### config.mk
export PLATFORM = sky130hd
export DESIGN_NAME = key_scanner_flat
export DESIGN_NICKNAME = d
export VERILOG_FILES = /design/src/rtl/key_scanner_if.sv /design/src/rtl/key_scanner.sv /design/src/flat_wrapper.sv
export SDC_FILE = /design/constraint.sdc
export NUM_CORES = 1
export LEC_CHECK = 0
export ABC_AREA = 1
export CORE_MARGIN = 3
export CORE_UTILIZATION = 40
export CTS_CLUSTER_DIAMETER = 50
export DETAILED_ROUTE_END_ITERATION = 10
export PLACE_DENSITY = 0.63
export SLEW_MARGIN = 30
export SYNTH_ARGS = -nofsm -noshare
export SYNTH_HDL_FRONTEND = slang
export SYNTH_SLANG_ARGS = --single-unit
### constraint.sdc
create_clock -name CLK -period 4.3 [get_ports CLK]
set_input_delay 0.43 -clock CLK [delete_from_list [all_inputs] [get_ports CLK]]
set_output_delay 0.43 -clock CLK [all_outputs]
set_load 0.05 [all_outputs]
### src/rtl/key_scanner_if.sv
// Keypad matrix and key-code FIFO signals shared by the scanner and its consumer.
// slave = scanner side, master = keypad/consumer side.
`default_nettype none
`timescale 1ns/1ps

interface key_scanner_if;
    logic [3:0] KEY_COL;
    logic [3:0] KEY_ROW;
    logic       KEY_POP;
    logic       KEY_VALID;
    logic [3:0] KEY_CODE;
    logic       KEY_OVF;

    modport slave (
        output KEY_COL,
        output KEY_VALID,
        output KEY_CODE,
        output KEY_OVF,
        input  KEY_ROW,
        input  KEY_POP
    );

    modport master (
        input  KEY_COL,
        input  KEY_VALID,
        input  KEY_CODE,
        input  KEY_OVF,
        output KEY_ROW,
        output KEY_POP
    );
endinterface

`default_nettype wire

### src/rtl/key_scanner.sv
// ============================================================================
// Module   : key_scanner
// Function : 4x4 keypad scanner with debounce FSM and 4-entry key-code FIFO.
//            Optional auto-repeat of a held key: define KEY_SCANNER_REPEAT_EN.
// Revision : 1.0  initial release
// ============================================================================
`default_nettype none
`timescale 1ns/1ps

module key_scanner #(
    parameter int SCAN_DIV       = 1024,
    parameter int DEBOUNCE_SCANS = 4,
    parameter int REPEAT_SCANS   = 32
) (
    input  wire logic    CLK,
    input  wire logic    RST,
    key_scanner_if.slave kbd
);

    localparam int              SLOT_W      = $clog2(SCAN_DIV);
    localparam logic [SLOT_W-1:0] C_SLOT_LAST = SLOT_W'(SCAN_DIV - 1);
    localparam logic [3:0]      C_DEB       = 4'(DEBOUNCE_SCANS);

    localparam logic [1:0] S_IDLE      = 2'd0;
    localparam logic [1:0] S_PRESS_CHK = 2'd1;
    localparam logic [1:0] S_HELD      = 2'd2;
    localparam logic [1:0] S_REL_CHK   = 2'd3;

    localparam logic [1:0] R_NONE   = 2'd0;
    localparam logic [1:0] R_SINGLE = 2'd1;
    localparam logic [1:0] R_MULTI  = 2'd2;

    if ((SCAN_DIV < 2) || (DEBOUNCE_SCANS < 1) || (DEBOUNCE_SCANS > 15) ||
        (REPEAT_SCANS < 1) || (REPEAT_SCANS > 255)) begin : g_param_check
        $error("key_scanner: parameter out of range");
    end

    // ------------------------------------------------------------------
    // Row synchronizer
    // ------------------------------------------------------------------
    logic [3:0] row_meta_q;
    logic [3:0] row_sync_q;

    always_ff @(posedge CLK) begin
        if (!RST) begin
            row_meta_q <= 4'hF;
            row_sync_q <= 4'hF;
        end else begin
            row_meta_q <= kbd.KEY_ROW;
            row_sync_q <= row_meta_q;
        end
    end

    // ------------------------------------------------------------------
    // Column slot timing
    // ------------------------------------------------------------------
    logic [SLOT_W-1:0] slot_cnt_q;
    logic [1:0]        col_idx_q;
    logic [3:0]        col_drv_q;
    logic              w_slot_last;
    logic              w_scan_done;

    assign w_slot_last = (slot_cnt_q == C_SLOT_LAST);
    assign w_scan_done = w_slot_last && (col_idx_q == 2'd3);

    always_ff @(posedge CLK) begin
        if (!RST) begin
            slot_cnt_q <= '0;
            col_idx_q  <= 2'd0;
            col_drv_q  <= 4'b1110;
        end else if (w_slot_last) begin
            slot_cnt_q <= '0;
            col_idx_q  <= col_idx_q + 2'd1;
            col_drv_q  <= ~(4'b0001 << (col_idx_q + 2'd1));
        end else begin
            slot_cnt_q <= slot_cnt_q + SLOT_W'(1);
        end
    end

    // ------------------------------------------------------------------
    // Per-scan classification: hit count saturates at 2 (MULTI)
    // ------------------------------------------------------------------
    logic [3:0] w_row_low;
    logic [2:0] w_slot_hits;
    logic [1:0] w_row_idx;
    logic [2:0] w_hits_sum;
    logic [1:0] w_hits_new;
    logic [3:0] w_code_new;
    logic [1:0] acc_hits_q;
    logic [3:0] acc_code_q;
    logic [1:0] w_scan_res;
    logic [3:0] w_scan_code;

    always_comb begin
        w_row_low   = ~row_sync_q;
        w_slot_hits = 3'(w_row_low[0]) + 3'(w_row_low[1]) +
                      3'(w_row_low[2]) + 3'(w_row_low[3]);
        w_row_idx   = 2'd0;
        for (int i = 3; i >= 0; i--) begin
            if (w_row_low[i]) begin
                w_row_idx = 2'(i);
            end
        end
        w_hits_sum = {1'b0, acc_hits_q} + w_slot_hits;
        w_hits_new = (w_hits_sum >= 3'd2) ? 2'd2 : w_hits_sum[1:0];
        w_code_new = ((acc_hits_q == 2'd0) && (w_slot_hits != 3'd0)) ?
                     {w_row_idx, col_idx_q} : acc_code_q;
        w_scan_code = w_code_new;
        case (w_hits_new)
            2'd0:    w_scan_res = R_NONE;
            2'd1:    w_scan_res = R_SINGLE;
            default: w_scan_res = R_MULTI;
        endcase
    end

    always_ff @(posedge CLK) begin
        if (!RST) begin
            acc_hits_q <= 2'd0;
            acc_code_q <= 4'd0;
        end else if (w_scan_done) begin
            acc_hits_q <= 2'd0;
            acc_code_q <= 4'd0;
        end else if (w_slot_last) begin
            acc_hits_q <= w_hits_new;
            acc_code_q <= w_code_new;
        end
    end

    // ------------------------------------------------------------------
    // Debounce FSM
    // ------------------------------------------------------------------
    logic [1:0] state_q, state_d;
    logic [3:0] deb_cnt_q, deb_cnt_d;
    logic [3:0] cand_q, cand_d;
    logic [3:0] w_deb_next;
    logic       w_deb_reach;
    logic       w_same;
    logic       w_rpt_fire;
    logic       w_push;
    logic [3:0] w_push_code;

    assign w_deb_next  = deb_cnt_q + 4'd1;
    assign w_deb_reach = (w_deb_next == C_DEB);
    assign w_same      = (w_scan_res == R_SINGLE) && (w_scan_code == cand_q);

    always_ff @(posedge CLK) begin
        if (!RST) begin
            state_q   <= S_IDLE;
            deb_cnt_q <= 4'd0;
            cand_q    <= 4'd0;
        end else begin
            state_q   <= state_d;
            deb_cnt_q <= deb_cnt_d;
            cand_q    <= cand_d;
        end
    end

    always_comb begin
        state_d   = state_q;
        deb_cnt_d = deb_cnt_q;
        cand_d    = cand_q;
        if (w_scan_done) begin
            case (state_q)
                S_IDLE: begin
                    if (w_scan_res == R_SINGLE) begin
                        cand_d = w_scan_code;
                        if (DEBOUNCE_SCANS == 1) begin
                            state_d   = S_HELD;
                            deb_cnt_d = 4'd0;
                        end else begin
                            state_d   = S_PRESS_CHK;
                            deb_cnt_d = 4'd1;
                        end
                    end
                end
                S_PRESS_CHK: begin
                    if (w_same && w_deb_reach) begin
                        state_d   = S_HELD;
                        deb_cnt_d = 4'd0;
                    end else if (w_same) begin
                        deb_cnt_d = w_deb_next;
                    end else begin
                        state_d   = S_IDLE;
                        deb_cnt_d = 4'd0;
                    end
                end
                S_HELD: begin
                    // A different single key is ignored until a full release.
                    if (w_scan_res == R_NONE) begin
                        if (DEBOUNCE_SCANS == 1) begin
                            state_d   = S_IDLE;
                            deb_cnt_d = 4'd0;
                        end else begin
                            state_d   = S_REL_CHK;
                            deb_cnt_d = 4'd1;
                        end
                    end
                end
                S_REL_CHK: begin
                    if (w_scan_res != R_NONE) begin
                        state_d   = S_HELD;
                        deb_cnt_d = 4'd0;
                    end else if (w_deb_reach) begin
                        state_d   = S_IDLE;
                        deb_cnt_d = 4'd0;
                    end else begin
                        deb_cnt_d = w_deb_next;
                    end
                end
                default: begin
                    state_d   = S_IDLE;
                    deb_cnt_d = 4'd0;
                end
            endcase
        end
    end

    always_comb begin
        w_push      = 1'b0;
        w_push_code = w_scan_code;
        if (w_scan_done) begin
            case (state_q)
                S_IDLE:      w_push = (w_scan_res == R_SINGLE) && (DEBOUNCE_SCANS == 1);
                S_PRESS_CHK: w_push = w_same && w_deb_reach;
                S_HELD:      w_push = w_rpt_fire;
                default:     w_push = 1'b0;
            endcase
        end
    end

`ifdef KEY_SCANNER_REPEAT_EN
    // Auto-repeat: consecutive same-key scans while HELD.
    logic [7:0] rpt_cnt_q, rpt_cnt_d;
    logic [7:0] w_rpt_next;

    assign w_rpt_next = rpt_cnt_q + 8'd1;
    assign w_rpt_fire = (state_q == S_HELD) && w_scan_done && w_same &&
                        (w_rpt_next == 8'(REPEAT_SCANS));

    always_comb begin
        rpt_cnt_d = rpt_cnt_q;
        if (state_q != S_HELD) begin
            rpt_cnt_d = 8'd0;
        end else if (w_scan_done) begin
            rpt_cnt_d = (w_same && !w_rpt_fire) ? w_rpt_next : 8'd0;
        end
    end

    always_ff @(posedge CLK) begin
        if (!RST) begin
            rpt_cnt_q <= 8'd0;
        end else begin
            rpt_cnt_q <= rpt_cnt_d;
        end
    end
`else
    assign w_rpt_fire = 1'b0;
`endif

    // ------------------------------------------------------------------
    // Key-code FIFO
    // ------------------------------------------------------------------
    logic [3:0] fifo_mem_q [4];
    logic [1:0] wr_ptr_q;
    logic [1:0] rd_ptr_q;
    logic [2:0] fifo_cnt_q;
    logic       ovf_q;
    logic       w_pop_ok;
    logic       w_full;
    logic       w_push_ok;
    logic       w_drop;

    assign w_pop_ok  = kbd.KEY_POP && (fifo_cnt_q != 3'd0);
    assign w_full    = (fifo_cnt_q == 3'd4);
    assign w_push_ok = w_push && (!w_full || w_pop_ok);
    assign w_drop    = w_push && w_full && !w_pop_ok;

    always_ff @(posedge CLK) begin
        if (!RST) begin
            for (int i = 0; i < 4; i++) begin
                fifo_mem_q[i] <= 4'd0;
            end
            wr_ptr_q   <= 2'd0;
            rd_ptr_q   <= 2'd0;
            fifo_cnt_q <= 3'd0;
            ovf_q      <= 1'b0;
        end else begin
            // When full, a simultaneous pop frees the slot the push writes.
            if (w_push_ok) begin
                fifo_mem_q[wr_ptr_q] <= w_push_code;
                wr_ptr_q             <= wr_ptr_q + 2'd1;
            end
            if (w_pop_ok) begin
                rd_ptr_q <= rd_ptr_q + 2'd1;
            end
            case ({w_push_ok, w_pop_ok})
                2'b10:   fifo_cnt_q <= fifo_cnt_q + 3'd1;
                2'b01:   fifo_cnt_q <= fifo_cnt_q - 3'd1;
                default: fifo_cnt_q <= fifo_cnt_q;
            endcase
            if (w_drop) begin
                ovf_q <= 1'b1;
            end
        end
    end

    assign kbd.KEY_COL   = col_drv_q;
    assign kbd.KEY_VALID = (fifo_cnt_q != 3'd0);
    assign kbd.KEY_CODE  = (fifo_cnt_q != 3'd0) ? fifo_mem_q[rd_ptr_q] : 4'd0;
    assign kbd.KEY_OVF   = ovf_q;

endmodule

`default_nettype wire

### src/flat_wrapper.sv
// flat-port wrapper written by rule: the top's interface ports become plain ports
module key_scanner_flat 
#(
    parameter int SCAN_DIV       = 1024,
    parameter int DEBOUNCE_SCANS = 4,
    parameter int REPEAT_SCANS   = 32
)
  (CLK, RST, kbd_KEY_COL, kbd_KEY_VALID, kbd_KEY_CODE, kbd_KEY_OVF, kbd_KEY_ROW, kbd_KEY_POP);
  key_scanner_if kbd_i ();
  input  wire logic CLK;
  input  wire logic RST;
  output wire logic [$bits(kbd_i.KEY_COL)-1:0] kbd_KEY_COL;
  output wire logic [$bits(kbd_i.KEY_VALID)-1:0] kbd_KEY_VALID;
  output wire logic [$bits(kbd_i.KEY_CODE)-1:0] kbd_KEY_CODE;
  output wire logic [$bits(kbd_i.KEY_OVF)-1:0] kbd_KEY_OVF;
  input wire logic [$bits(kbd_i.KEY_ROW)-1:0] kbd_KEY_ROW;
  input wire logic [$bits(kbd_i.KEY_POP)-1:0] kbd_KEY_POP;
  assign kbd_KEY_COL = kbd_i.KEY_COL;
  assign kbd_KEY_VALID = kbd_i.KEY_VALID;
  assign kbd_KEY_CODE = kbd_i.KEY_CODE;
  assign kbd_KEY_OVF = kbd_i.KEY_OVF;
  assign kbd_i.KEY_ROW = kbd_KEY_ROW;
  assign kbd_i.KEY_POP = kbd_KEY_POP;
  key_scanner #(.SCAN_DIV(SCAN_DIV), .DEBOUNCE_SCANS(DEBOUNCE_SCANS), .REPEAT_SCANS(REPEAT_SCANS)) u_core (.CLK(CLK), .RST(RST), .kbd(kbd_i));
endmodule
* Yosys cells after proc, flatten, opt, wreduce, memory -nomap -nowiden
Memory sizes are Yosys's and may differ from the RTL's. A register that Yosys moved wholly into a read port is not among the register bits.
Cells that the tools add are included.
** Storage, ports and cells
- Bits in writable memories :: 16
- Output and inout bits :: 10
- Flip-flop bits (word level) :: 48
- Logic and storage cells :: 106
- Input port bits :: 7
- Memories :: 1
** Memories
- u_core.fifo_mem_q :: depth 4, width 4, rd ports 1, clocked after Yosys merged registers in 1, wr ports 4, line key_scanner.sv:263 : logic [3:0] fifo_mem_q [4];
** Operators by class
- Equal/unequal tests :: 16
- Order comparisons :: 1
- Add/subtract/negate cells :: 11
- Reductions and logical operators :: 25
- Shifts and indexed selects :: 1
- Mux-type cells :: 34
- Bitwise operators :: 3
** Operator list (number)
- 2-to-1 mux 4 bit :: 9
- 2-to-1 mux 2 bit :: 14
- one-hot mux 4 bit (4 select lines) :: 1
- adder 10 x 1 -> 10 bit (second input constant) :: 1
- equality test 10 bit (second input constant) :: 1
- equality test 2 x 1 -> 1 bit (second input constant) :: 4
- equality test 2 bit (second input constant) :: 4
- logical AND 1 bit :: 8
- logical NOT 2 bit :: 4
- inverter 4 bit :: 2
- one-hot mux 2 bit (4 select lines) :: 1
- 2-to-1 mux 1 bit :: 7
- adder 2 x 1 -> 2 bit (second input constant) :: 3
- adder 3 x 1 -> 3 bit :: 2
- one-hot mux 3 bit (2 select lines) :: 1
- AND reduction 3 bit :: 2
- nonzero test 3 bit :: 2
- AND reduction 5 bit :: 1
- adder 4 x 1 -> 4 bit (second input constant) :: 1
- equality test 4 x 3 -> 1 bit (second input constant) :: 1
- equality test 4 bit :: 1
- inequality test 2 x 1 -> 1 bit (second input constant) :: 2
- one-hot mux 2 bit (2 select lines) :: 1
- nonzero test 2 bit :: 2
- 14 further kinds :: 16

* Logic depth before layout (Yosys ltp)
Gate-level depths: netlist of the first run.
- Word-level depth :: 20
- Gate-level depth with buffers :: 20
- Depth with buffers taken out :: 20

* Worst setup path before layout of the first run
No wires, ideal clock.
- Path kind :: reg-to-reg
- Start :: reg u_core.row_sync_q[0]
- End :: mem u_core.fifo_mem_q[3][0] (enable)
- Arrival :: 3.098 ns
- Cell stages (with the launch flop) :: 15
- Setup slack :: 0.829 ns
- Clock period less this slack :: 3.471 ns
- Buffers on the path :: 0
- Setup time :: 0.373 ns
- Data required time :: 3.927 ns
- Cell sequence :: dfxtp_1 -> inv_1 -> ha_1 -> fa_1 -> ha_1 -> fa_1 -> a21oi_1 -> nand4_1 -> nor2_1 -> nand2_1 -> nor2_2 -> nand3_2 -> nor2_4 -> nand2_4 -> o31ai_1
** RTL lines
- from (decl) :: line key_scanner.sv:42 : logic [3:0] row_sync_q;
- from (signal assigned) :: line key_scanner.sv:50 : row_sync_q <= row_meta_q;
- to (decl) :: line key_scanner.sv:263

==> results of run 1 <==
==> power by group <==
group	switching [uW]	internal (uW)
clock network	232	204
logic	270	126
registers	24.5	669
==> routing by layer <==
metal,vias to the layer above,global-route usage (%)
met5,-,0
met4,0,4.320
met3,6,4.254
met2,46,22.24
met1,1154,18.04
li1,1362,-
==> worst paths after layout <==
| path | endpoint | slack (ns) | cells after the start |
|---|---|---|---|
| max | u_core.fifo_mem_q[3][2]$_DFFE_PP_ | 0.58 | 14 |
| min | u_core.row_sync_q[3]$_SDFF_PN1_ | 0.41 | 1 |
| max reg2reg | u_core.fifo_mem_q[3][2]$_DFFE_PP_ | 0.58 | 14 |
| min reg2reg | u_core.row_sync_q[3]$_SDFF_PN1_ | 0.41 | 1 |
==> area by class of cell <==
cell class / count / share of cell area, %
clock inverter: 6 / 0.9060
sequential: 66 / 39.73
inverter: 65 / 6.544
multi-input combinational: 275 / 41.48
tap: 102 / 3.423
timing repair buffer: 17 / 4.497
clock buffer: 10 / 3.423
==> state kept, by name (all words and copies together) (netlist names), named ones only <==
signal / flops
u_core.acc_hits_q: 2
u_core.deb_cnt_q: 4
u_core.fifo_mem_q: 16
u_core.row_meta_q: 4
u_core.kbd.KEY_COL: 4
u_core.rd_ptr_q: 2
u_core.col_idx_q: 2
u_core.state_q: 2
u_core.slot_cnt_q: 10
u_core.acc_code_q: 4
u_core.cand_q: 4
u_core.kbd.KEY_OVF: 1
u_core.row_sync_q: 4
u_core.wr_ptr_q: 2
u_core.fifo_cnt_q: 3
==> per-stage QoR <==
stage | hold WS [ns] | instances | area, sq um | power (uW) | utilization (%)
final | 0.4136 | 541 | 3729 | 1526 | 47.51
after global routing | 0.4302 | 541 | 3729 | 1608 | 47.51
after CTS | 0.4138 | 541 | 3729 | 1542 | 47.51
after detailed placement | 0.3967 | 525 | 3567 | 1106 | 45.46
after global placement | 0.3944 | 525 | 3567 | 1096 | 45.46
after floorplan | 0.3925 | 411 | 3291 | 998.0 | -
==> cells by family (layout without fill, tap and decap cells) <==
| logic type | after synthesis | count (layout) |
|---|---|---|
| flip-flops | 66 | 66 |
| AO/OA/AOI/OAI | 65 | 65 |
| buffers and inverters | 70 | 98 |
| XOR/XNOR | 3 | 3 |
| adder cells (fa/ha/maj) | 13 | 13 |
| AND/OR/NAND/NOR | 194 | 194 |
==> cells in the final DEF, fill, tap and decap left out, drive strengths merged <==
cell type / n
nand2: 77
or2: 9
o31ai: 1
nor2: 63
inv: 65
clkbuf: 10
edfxtp: 16
nor4: 1
nor3: 9
clkdlybuf4s50: 16
o21ai: 25
ha: 10
dfxtp: 50
a21oi: 37
buf: 1
nand3: 28
fa: 3
nand4: 5
o211ai: 1
xnor2: 3
nor3b: 2
a21boi: 1
clkinvlp: 2
clkinv: 4
==> worst max-delay path: cells and delay by family (launching register included) <==
| family | cells | cell delay [ns] |
|---|---|---|
| and+or+nand+nor | 7 | 0.71 |
| DFF | 1 | 0.36 |
| AOI/OAI and AO/OA | 2 | 0.70 |
| buffers and inverters | 1 | 0.06 |
| adders and majority gates | 4 | 1.53 |
==> results by group, run 1 <==
Run status
  – Status: finished clean

Route
  – Via/cell ratio: 4.747
  – Met3 routed WL: 257 um
  – Initial detailed-routing violation count: 99
  – Vias: 2,568
  – Uppermost layer routed: met4
  – Met2 WL post-DR: 2878 um
  – Drt first pass iters: 4
  – Post-route DRC: 0
  – Final wirelength: 6191 um
  – Metal-1 WL: 2990 um
  – Antenna-violating nets left: 0
  – Wirelength per Cell: 11.44 um

Synth
  – Post-synth EDFFs: 16
  – Flops & latches, synth: 66
  – Synth top cells by count: nand2_1 (64), inv_1 (63), dfxtp_1 (50), nor2_1 (49), a21oi_1 (37)
  – Yosys cell types: 32
  – Primary FF master, synth: dfxtp_1
  – Sequential element share of the synthesized area: 45.02%
  – Yosys top cell area share: 30.42%
  – Cell type with the largest total area after synthesis: dfxtp_1
  – Compound-Gate Fraction of Synth Area: 10.46%
  – Post-synth ARST share: 0%
  – Synth Area per Inst: 8.006 sq um
  – Mapped Cells: 411
  – Most common cell in the netlist: nand2_1
  – Synthesized Nets: 431
  – Largest family of logic cells by synthesized area: simple AND/OR/NAND/NOR gates
  – Post-Synth Simple-Gate Area: 30.11%
  – Mux cell area share after synthesis: 0%
  – Area share of fa/ha/maj cells after synthesis: 5.627%
  – Synth warn: 0
  – Xor/xnor cell area share of the yosys netlist: 0.7985%
  – Synth top area cells: dfxtp_1 (30%), edfxtp_1 (15%), nand2_1 (7.3%)
  – Mapped cell area: 0.003291 sq mm

STA
  – Final Hold Fails: 0
  – Slew Viols, Final: 0
  – Min cycle time layout: 3.722 ns
  – F_max: 268.7 MHz
  – Worst Tran Pin Value: 0.7277 ns
  – Slew headroom: 51.12%
  – Crit share post-route: 86.56%
  – Smallest setup slack after layout: 0.5779 ns
  – Clk_skew: 0.008413 ns
  – RSZ-0062 raised after global routing: false
  – Final setup violating endpoints: 0
  – Setup_tns: 0 ns

Pwr
  – Power Density: 409.2 mW/mm^2
  – Static Leak: 0.001465 uW
  – Max VDD drop: 0.1817 mV

Floorplan
  – Die footprint: 0.009351 sq mm
  – Die X: 96.70 um
  – Row count: 32
  – Die Ht: 96.70 um
  – # IOs: 17
  – Placeable Area: 0.007848 sq mm
  – Initial Util: 41.93%

Critical path
  – Slowest stage delay, CP: 0.53 ns
  – Worst-path cell chain: inv_1, ha_1, fa_1, ha_1, fa_1, a21oi_1, nand4_1, nor2_1, nand2_1, nor2_2, nand3_2, nor2_4, nand2_4, o31ai_1
  – CP endpoint kind: flip-flop
  – Setup crit start: u_core.row_sync_q[1]$_SDFF_PN1_
  – Crit path launch type: flip-flop
  – Reg-to-reg critical path startpoint: u_core.row_sync_q[1]$_SDFF_PN1_
  – Crit-path slowest cell: o31ai_1
  – Largest fanout on the critical path: 6
  – Worst Path Required: 4.27 ns
  – WS Path Type: flip-flop to flip-flop
  – Worst Path Arrival: 3.69 ns

Min path
  – Worst hold start: u_core.row_meta_q[3]$_SDFF_PN1_
  – Hold Crit Class: flip-flop to flip-flop

Finish
  – Layout cells sized above 1: 13.21%
  – Fill cells: 792
  – ANT cells: 0
  – Area of the multi-input gates: 0.001546 sq mm
  – Storage element area: 0.001481 sq mm
  – Final nets: 454
  – Area grow syn2layout: 13.31%

GRT
  – Largest net degree at the start of global routing: 23
  – First-pass GRT wire length: 10,740 um
  – Initial antenna violation count: 0
  – Vias in the first global route: 2,388
  – GRT Util Overall: 13.91%
  – Global route total overflow: 0

Clocking
  – Setup bufs post-CTS: 0
  – H-tree Lvls: 3
  – Clk slew on worst S/H paths: 0.07 ns
  – Clk sinks: 66
  – Clock Path Buffers: 2
  – CTS Root Cell: clkbuf_8
  – Hold Buf Count CTS: 0
  – TritonCTS clock tree: done
  – Clock latency at the later pin of the worst-skew pair: 0.33 ns
  – Post-CTS resize count: 0
  – TritonCTS buffer count: 9

Placement
  – Port-buffer cells: 16
  – Setup WS pre-CTS: 0.5730 ns
  – DP HPWL: 4679 um
  – Final Wtd Congestion: 0.8492

Flow run
  – Max Cap Viol: 0
No activity file was read; power rests on OpenSTA's default activity.
==> run 2: changes to the inputs <==
Clock period 4.3 ns to 3.6 ns, I/O delays scaled along.
==> results by group, run 2 (same netlist as run 1, synthesis figures left out) <==
GRT
  – Largest net degree at the start of global routing: 23 (unchanged)
  – GRT Util Overall: 14.73% (+0.82 points)
  – Vias in the first global route: 2,576 (+7.9%)
  – First-pass GRT wire length: 11,330 um (+5.5%)
  – Global route total overflow: 0 (unchanged)
  – Initial antenna violation count: 0 (unchanged)

Critical path
  – WS Path Type: flip-flop to flip-flop
  – Crit path launch type: flip-flop
  – Worst Path Required: 3.66 ns (-0.61 ns)
  – Worst Path Arrival: 3.50 ns (-0.19 ns)
  – Largest fanout on the critical path: 6 (unchanged)
  – CP endpoint kind: flip-flop

Finish
  – Max FFs per register: 16 (unchanged)
  – Final nets: 462 (+1.8%)
  – Final Cell Area: 0.003900 sq mm (+4.6%)
  – Final std cells w/o fill: 549 (+1.5%)
  – Fill cells: 771 (-2.7%)
  – Area grow syn2layout: 18.52%
  – Most flops, register: u_core.fifo_mem_q
  – ANT cells: 0 (unchanged)
  – Commonest non-fill, non-tap cells in the layout: inv_1 (63), nand2_1 (62), dfxtp_1 (50)
  – Largest regs: u_core.fifo_mem_q x16, u_core.slot_cnt_q x10
  – Storage element area: 0.001481 sq mm (unchanged)
  – Layout cells sized above 1: 16.11% (+2.9 points)
  – Commonest non-fill, non-tap cell in the layout: inv_1
  – Area of the multi-input gates: 0.001583 sq mm (+2.3%)

Clocking
  – Clk sinks: 66 (unchanged)
  – Clk slew on worst S/H paths: 0.07 ns (about the same)
  – TritonCTS clock tree: done
  – TritonCTS buffer count: 9 (unchanged)
  – H-tree Lvls: 3 (unchanged)
  – Clock latency at the later pin of the worst-skew pair: 0.33 ns (about the same)
  – Clock Path Buffers: 2 (unchanged)
  – CTS Root Cell: clkbuf_8

Floorplan
  – Row count: 32 (unchanged)
  – Die X: 96.70 um (unchanged)
  – Placeable Area: 0.007848 sq mm (unchanged)
  – Die Ht: 96.70 um (unchanged)
  – Die footprint: 0.009351 sq mm (unchanged)
  – Initial Util: 41.93% (unchanged)
  – # IOs: 17 (unchanged)

STA
  – Slew Viols, Final: 0 (unchanged)
  – Smallest setup slack after layout: 0.1539 ns (-0.4240 ns)
  – Final Hold Fails: 0 (unchanged)
  – Worst Tran Pin Value: 0.7330 ns (+0.005328 ns)
  – F_max: 290.2 MHz (+8.0%)
  – Slew headroom: 50.76% (-0.36 points)
  – Final setup violating endpoints: 0 (unchanged)
  – Clk_skew: 0.004069 ns (-0.004344 ns)
  – Crit share post-route: 95.72% (+9.2 points)
  – Min cycle time layout: 3.446 ns (-0.2760 ns)
  – Worst hold slack: 0.4108 ns (-0.002769 ns)

Route
  – Antenna-violating nets left: 0 (unchanged)
  – Via/cell ratio: 4.719 (-0.57%)
  – Vias: 2,591 (+0.90%)
  – Post-route DRC: 0 (unchanged)
  – Initial detailed-routing violation count: 101 (+2.0%)
  – Drt first pass iters: 4 (unchanged)
  – Wirelength per Cell: 11.82 um (+3.3%)
  – Final wirelength: 6488 um (+4.8%)

Placement
  – Cell count after placement: 531 (+1.1%)
  – Port-buffer cells: 16 (unchanged)
  – Final Wtd Congestion: 0.8541 (+0.58%)
  – DP HPWL: 4863 um (+3.9%)
  – Placed cell area: 0.003612 sq mm (+1.3%)
  – Setup WS pre-CTS: 0.09295 ns (-0.4800 ns)

Pwr
  – Max VDD drop: 0.2333 mV (+28%)
  – Power Density: 524.0 mW/mm^2 (+28%)
  – Static Leak: 0.001533 uW (+4.7%)

Run status
  – Status: finished clean

Min path
  – Hold Crit Class: flip-flop to flip-flop

Flow run
  – Max Cap Viol: 0 (unchanged)
==> run 2: worst paths after layout <==
check | start | slack [ns] | cells after the start | to
setup / recovery | u_core.row_sync_q[0]$_SDFF_PN1_ | 0.15 | 16 | u_core.fifo_mem_q[0][3]$_SDFFCE_PN0P_
hold / removal | u_core.row_meta_q[1]$_SDFF_PN1_ | 0.41 | 1 | u_core.row_sync_q[1]$_SDFF_PN1_
setup reg to reg | u_core.row_sync_q[0]$_SDFF_PN1_ | 0.15 | 16 | u_core.fifo_mem_q[0][3]$_SDFFCE_PN0P_
hold reg to reg | u_core.row_meta_q[1]$_SDFF_PN1_ | 0.41 | 1 | u_core.row_sync_q[1]$_SDFF_PN1_
==> run 2: power by group <==
part	switching, uW	leakage, uW	total, uW	internal (uW)
combinational	326	0.000864	482	157
sequential	30.3	0.000558	829	799
clock	276	0.000112	732	456
total	632	0.00153	2040	1410
==> run 2: cell type report <==
class | count | area share, %
Timing Repair Buffer | 25 | 5.935
Clock inverter | 6 | 2.695
Inverter | 65 | 6.256
Tap cell | 102 | 3.272
Clock buffer | 10 | 3.272
Sequential cell | 66 | 37.99
Multi-Input combinational cell | 275 | 40.58
==> run 2: routing by layer <==
layer / wire (um) / global-route usage [%]
met5: 0 / 0
met3: 256 / 4.903
met1: 3074 / 17.67
met2: 3092 / 24.63
met4: 65 / 5.184
==> run 2: per-stage QoR <==
stage	utilization, %	total power [uW]	setup TNS (ns)
final	49.70	2043	0
after CTS	49.00	2063	0
after floorplan	-	1192	0
after detailed placement	46.03	1324	0
after global placement	46.03	1311	0
after global routing	49.70	2148	-0.004460
==> run 2: repair_timing <==
item	in CTS	in global routing
buffers inserted	0	2
setup endpoints to repair	0	26
resized for setup	0	11
hold buffers	0	0
==> run 2: critical path, stage by stage, from the launching register on <==
cell     delay, ns
dfxtp_1       0.35
inv_1         0.06
ha_1          0.31
fa_2          0.59
ha_2          0.20
fa_1          0.43
a21oi_2       0.13
nand4_1       0.08
nor2_1        0.09
nand2_1       0.07
nor2_2        0.11
nand3_2       0.12
nor2_4        0.17
nand2_4       0.10
nor2_8        0.12
nand3_4       0.12
nand2_4       0.10
==> run 3: changes to the inputs <==
Settings changed: CAP_MARGIN from default to 10, GPL_ROUTABILITY_DRIVEN from default to 0.
==> results of run 3 <==
Same layout as run 2: the final DEF is identical, and so are final timing and power.
